`src/rtl/serial_pattern_detector_pkg.sv`:
```
// Shared defaults for the serial pattern detector: pattern geometry and counter width.
package serial_pattern_detector_pkg;

  localparam int         DEF_PAT_W   = 4;
  localparam logic [7:0] DEF_PATTERN = 8'b0000_1011;
  localparam int         DEF_CNT_W   = 8;

endpackage

```
`src/rtl/serial_pattern_detector_sat_counter.sv`:
```
// Saturating up-counter with synchronous clear; clear takes priority over increment.
module sat_counter #(
  parameter int W = 8
) (
  input  logic         clock,
  input  logic         areset,
  input  logic         inc,
  input  logic         clr,
  output logic [W-1:0] q
);

  logic [W-1:0] q_q, q_d;

  always_comb begin
    q_d = q_q;
    if (clr) begin
      q_d = '0;
    end else if (inc && (q_q != '1)) begin
      q_d = q_q + W'(1);
    end
  end

  always_ff @(posedge clock) begin
    if (areset) begin
      q_q <= '0;
    end else begin
      q_q <= q_d;
    end
  end

  assign q = q_q;

endmodule

```
`src/rtl/serial_pattern_detector.sv`:
```
// Detects a PAT_W-bit pattern in an enabled serial stream and publishes per-frame match totals.
module serial_pattern_detector
  import serial_pattern_detector_pkg::*;
#(
  parameter int               PAT_W   = DEF_PAT_W,
  parameter logic [PAT_W-1:0] PATTERN = PAT_W'(DEF_PATTERN),
  parameter bit               OVERLAP = 1'b1,
  parameter int               CNT_W   = DEF_CNT_W
) (
  input  logic             clock,
  input  logic             areset,
  input  logic             serin,
  input  logic             enable,
  input  logic             frame_end,
  output logic             detect,
  output logic [CNT_W-1:0] match_count,
  output logic [CNT_W-1:0] frame_count,
  output logic             frame_valid
);

  localparam int                FILL_W   = $clog2(PAT_W);
  localparam logic [FILL_W-1:0] FILL_MAX = FILL_W'(PAT_W - 1);

  logic [PAT_W-1:0]  hist_q, hist_d, nxt;
  logic [FILL_W-1:0] fill_q, fill_d;
  logic [CNT_W-1:0]  frame_count_q, frame_count_d;
  logic              detect_q, frame_valid_q;
  logic              hit;

  always_comb begin
    nxt    = {hist_q[PAT_W-2:0], serin};
    hit    = enable && (fill_q == FILL_MAX) && (nxt == PATTERN);
    hist_d = enable ? nxt : hist_q;
    fill_d = fill_q;
    if (hit) begin
      fill_d = OVERLAP ? FILL_MAX : '0;
    end else if (enable && (fill_q != FILL_MAX)) begin
      fill_d = fill_q + FILL_W'(1);
    end
    // A hit coinciding with frame_end belongs to the frame being closed.
    frame_count_d = frame_count_q;
    if (frame_end) begin
      frame_count_d = (hit && (match_count != '1)) ? match_count + CNT_W'(1) : match_count;
    end
  end

  always_ff @(posedge clock) begin
    if (areset) begin
      hist_q        <= '0;
      fill_q        <= '0;
      detect_q      <= 1'b0;
      frame_count_q <= '0;
      frame_valid_q <= 1'b0;
    end else begin
      hist_q        <= hist_d;
      fill_q        <= fill_d;
      detect_q      <= hit;
      frame_count_q <= frame_count_d;
      frame_valid_q <= frame_end;
    end
  end

  sat_counter #(
    .W (CNT_W)
  ) u_match_cnt (
    .clock  (clock),
    .areset (areset),
    .inc    (hit),
    .clr    (frame_end),
    .q      (match_count)
  );

  assign detect      = detect_q;
  assign frame_count = frame_count_q;
  assign frame_valid = frame_valid_q;

endmodule

```
`config.mk`:
```
export PLATFORM = sky130hd
export DESIGN_NAME = serial_pattern_detector
export DESIGN_NICKNAME = d
export VERILOG_FILES = /design/src/rtl/serial_pattern_detector_pkg.sv /design/src/rtl/serial_pattern_detector_sat_counter.sv /design/src/rtl/serial_pattern_detector.sv
export SDC_FILE = /design/constraint.sdc
export NUM_CORES = 1
export LEC_CHECK = 0
export ABC_CLOCK_PERIOD_IN_PS = 5050
export CAP_MARGIN = 20
export CELL_PAD_IN_SITES_DETAIL_PLACEMENT = 0
export CELL_PAD_IN_SITES_GLOBAL_PLACEMENT = 1
export CORE_ASPECT_RATIO = 0.9
export CORE_MARGIN = 4
export CORE_UTILIZATION = 37
export CTS_BUF_LIST = sky130_fd_sc_hd__clkbuf_16
export CTS_CLUSTER_SIZE = 40
export DETAILED_ROUTE_END_ITERATION = 8
export GPL_ROUTABILITY_DRIVEN = 0
export HOLD_SLACK_MARGIN = 0.06
export PLACE_DENSITY = 0.79
export SETUP_SLACK_MARGIN = 0.2
export SYNTH_ARGS = -nofsm -noshare
export SYNTH_HDL_FRONTEND = slang
export SYNTH_HIERARCHICAL = 1
export SYNTH_SLANG_ARGS = --single-unit
```
`constraint.sdc`:
```
create_clock -name clock -period 5.05 [get_ports clock]
set_input_delay 0.505 -clock clock [delete_from_list [all_inputs] [get_ports clock]]
set_output_delay 0.505 -clock clock [all_outputs]
set_load 0.01 [all_outputs]
```
==> summary.md <==
| Metric | Value |
|---|---|
| GRT Residual Overflow | 0 |
| Predominant post-synthesis flop cell | dfxtp_1 |
| Final setup vio count | 0 |
| Area of placed instances | 1510 um2 |
| Core ar. | 3160 um2 |
| #FFs+latches synth | 23 |
| Final-report hold violation count | 0 |
| Boundary Pins | 23 |
| Final core occ | 0.502 |
| Clock latency on the worst-skew pair | roughly 250 ps |
| Vias/cell | 5.55 |
| Hold crit path type | reg2reg |
| Syn Inst Count | 132 |
| Critical-path maximum fanout | 6 |
| DRC Markers | 0 |
| CP Data Arrival Time | approximately 2500 ps |
| Critical path cell sequence | clkdlybuf4s50_1 -> and2_1 -> nand2_1 -> inv_1 -> and4_1 -> a31oi_1 -> a2111oi_4 |
| Initial antenna violation count | 0 |
| Max incr delay on CP | a little over 600 ps |
| Critical path buffers and inverters | 2 |
| Rows | 19 |
| CP startpoint kind | primary input |
| Critical path's slowest cell | clkdlybuf4s50_1 |
| RR Endpoint | u_match_cnt/q[5]$_SDFFE_PP0P_ |
| Drt pass-1 iters | 4 |
| Final Slew Violations | 0 |
| Die height | ~63 um |
| Reg-to-Reg Start | fill_q[0]$_SDFFE_PP0P_ |
| Unrepaired setup endpoints after global routing | no |
| Post-CTS setup repair buffer count | 0 |
| Area contributors post-synth | dfxtp_1 37%, mux2i_1 7.2%, a21oi_1 3.6%, nand2_1 3.3%, ha_1 3.0% |
| CTS tree | yes |
| Combinational share of power | 0.082 |
| GRT Total Usage | 0.142 |
| Total power | between 0.0003 and 0.0004 W |
| Syn Nets | 140 |
| Cell family with most CP delay | buffers and inverters |
| Most common library cells after synthesis | 23 x dfxtp_1, 11 x nand2_1, 10 x nor2_1 |
| Layout cells sized above 1 | 0.104 |
| Clock transition at path regs | 60 ps |
| Worst reg2reg path depth | 7 |
| Buffers on Ports | 22 |
| Die area | 4380 um2 |
| Syn. warnings | 6 |
| Fillers | 315 |
| Antenna violation net count after detailed routing | 0 |
| IR drop worst, VDD | 0.000172 V |
| 1st-iter DRT viols | 57 |
| HPWL after DPL | 2.06 mm |
| Synth Area per Inst | roughly 9.5 um2 |
| Netlist area before placement | 1250 um2 |
| Hold path cells | 2 |
| R2r setup slk | 2900 ps |
| TritonCTS Buffers | 3 |
| N_diodes | 0 |
| Sw frac | 0.214 |
| Top cell type's share of synthesized area | 0.368 |
| Worst slew margin | 0.390 |
| Required time of the critical path | roughly 5200 ps |
| Hold Buf Count CTS | 0 |
| Worst Skew | 1.89 ps |
| Final worst path period need | 2380 ps |
| Die W | between 60 and 70 um |
| CP Class | in2reg |
| Avg WL per Cell | 14.8 um |
| Top-count cell post-synth | dfxtp_1 |
| Sequential share of power | 0.484 |
| CTS resizes | 0 |
| Synthesis-to-finish area growth | 26.7% |
| Post-synth EDFFs | 0 |
| Pwr dens | around 250 nW/um2 |
| Lkg Pwr | 0.600 nW |
| Vias in the first global route | 1068 |
| Setup_tns | 0 ps |
| H-Tree Depth | 1 |
| Async SR Flop Fraction | 0 |
| Distinct cells, synth | 45 |
| Net switching power | 0.0000843 W |
| Largest net degree at the start of global routing | 25 |
| Fin area | 1590 um2 |
| Period utilization | 0.471 |
| First-pass GRT wire length | 5.15 mm |
| Status | finished clean |
| Worst hold start | frame_count[4]$_SDFFE_PP0P_ |
| Seq/Total Area, Yosys | 0.368 |
| Clock Path Buffers | 2 |
| Hold endpoint | frame_count[4]$_SDFFE_PP0P_ |
| Leading area contributor after synthesis | dfxtp_1 |
| Fmax | roughly 0.42 GHz |
| Final wirelength | about 2.9 mm |
| Worst-Margin Slew | about 910 ps |
| Nets@finish | 163 |
| Cell-internal power | between 0.0003 and 0.0004 W |
| Max Cap Viol | 0 |
| Initial Utilization | 0.396 |
| Crit end category | flip-flop |
| Clock power frac | 0.434 |
| Clock root cell | clkbuf_16 |
| Clock sinks | 23 |
| Vias | ~1.1k |
==> cell type report <==
cell class / instances / area (um2) / share of cell area
multi-input combinational: 101 / 758 / 0.478
sequential: 23 / 460 / 0.290
timing repair buffer: 22 / 220 / 0.139
clock buffer: 3 / 75.1 / 0.0473
tap: 42 / 52.6 / 0.0331
inverter: 4 / 15.0 / 0.00946
clock inverter: 1 / 5.00 / 0.00315
==> power groups by stage <==
stage,sequential (W),combinational [W],clock (W)
2_1_floorplan,0.000195,0.0000168,0
3_3_place_gp,0.000194,0.0000319,0
3_5_place_dp,0.000194,0.0000329,0
4_1_cts,0.000190,0.0000329,0.000175
5_1_grt,0.000191,0.0000356,0.000180
6_report,0.000190,0.0000324,0.000171
==> state kept, by name (all words and copies together), names as in the netlist <==
name           flops
fill_q             2
detect             1
frame_valid        1
frame_count        8
u_match_cnt/q      8
hist_q             3
==> per-stage QoR <==
step | hold slack, ps | worst slack [ps] | cells
6_report | 478 | 2670 | 196
5_1_grt | 508 | 2500 | 196
4_1_cts | 482 | 2690 | 196
3_5_place_dp | 468 | 2420 | 192
3_3_place_gp | 465 | 2560 | 192
2_1_floorplan | 471 | 3190 | 132
==> worst reg2reg max path: stages (launching register included) <==
cell and delay (ps):
dfxtp_1 350, ha_1 250, and4b_1 290, nand2_1 170
inv_1 180, and4_1 300, a31oi_1 150, a2111oi_4 350
==> layer usage <==
metal | vias up | GRT usage | wire length, um
li1 | 543 | - | -
met1 | 513 | 0.196 | 1420
met2 | 29 | 0.218 | 1330
met3 | 2 | 0.0366 | 132
met4 | 0 | 0.0439 | 17
met5 | - | 0 | 0
==> logic make-up (layout without fill, tap and decap cells) <==
family                   count (synthesis)  in the layout  synth area share
AO/OA/AOI/OAI                           29             29             0.199
flip-flops                              23             23             0.368
adder cells (fa/ha/maj)                  3              3            0.0300
buffers and inverters                    8             30            0.0270
XOR/XNOR                                 2              2            0.0140
AND/OR/NAND/NOR                         58             58             0.291
multiplexers                             9              9            0.0719
==> layout by cell type, fill, tap and decap left out, types with 3 or more instances in the layout <==
cell type,Yosys,layout
or3_1,3,3
nand2b_1,3,3
nand4_1,4,4
nor2_1,10,10
and3_1,5,5
nand3_1,5,5
ha_1,3,3
inv_1,4,4
clkdlybuf4s50_1,0,22
clkbuf_16,0,3
mux2i_1,9,9
nand2_1,11,11
a21oi_1,9,9
dfxtp_1,23,23
==> how the worst max path moves through the flow <==
stage / end / startpoint / cells after the start / slack [ps]
floorplan: u_match_cnt/q[5]$_SDFFE_PP0P_ / fill_q[0]$_SDFFE_PP0P_ / 7 / 3190
global placement: u_match_cnt/q[5]$_SDFFE_PP0P_ / enable / 7 / 2560
detailed placement: u_match_cnt/q[5]$_SDFFE_PP0P_ / enable / 7 / 2420
CTS: u_match_cnt/q[5]$_SDFFE_PP0P_ / enable / 7 / 2690
global route: u_match_cnt/q[5]$_SDFFE_PP0P_ / enable / 7 / 2500
finish: u_match_cnt/q[5]$_SDFFE_PP0P_ / enable / 7 / 2670
(Power assumes the default switching activity.)
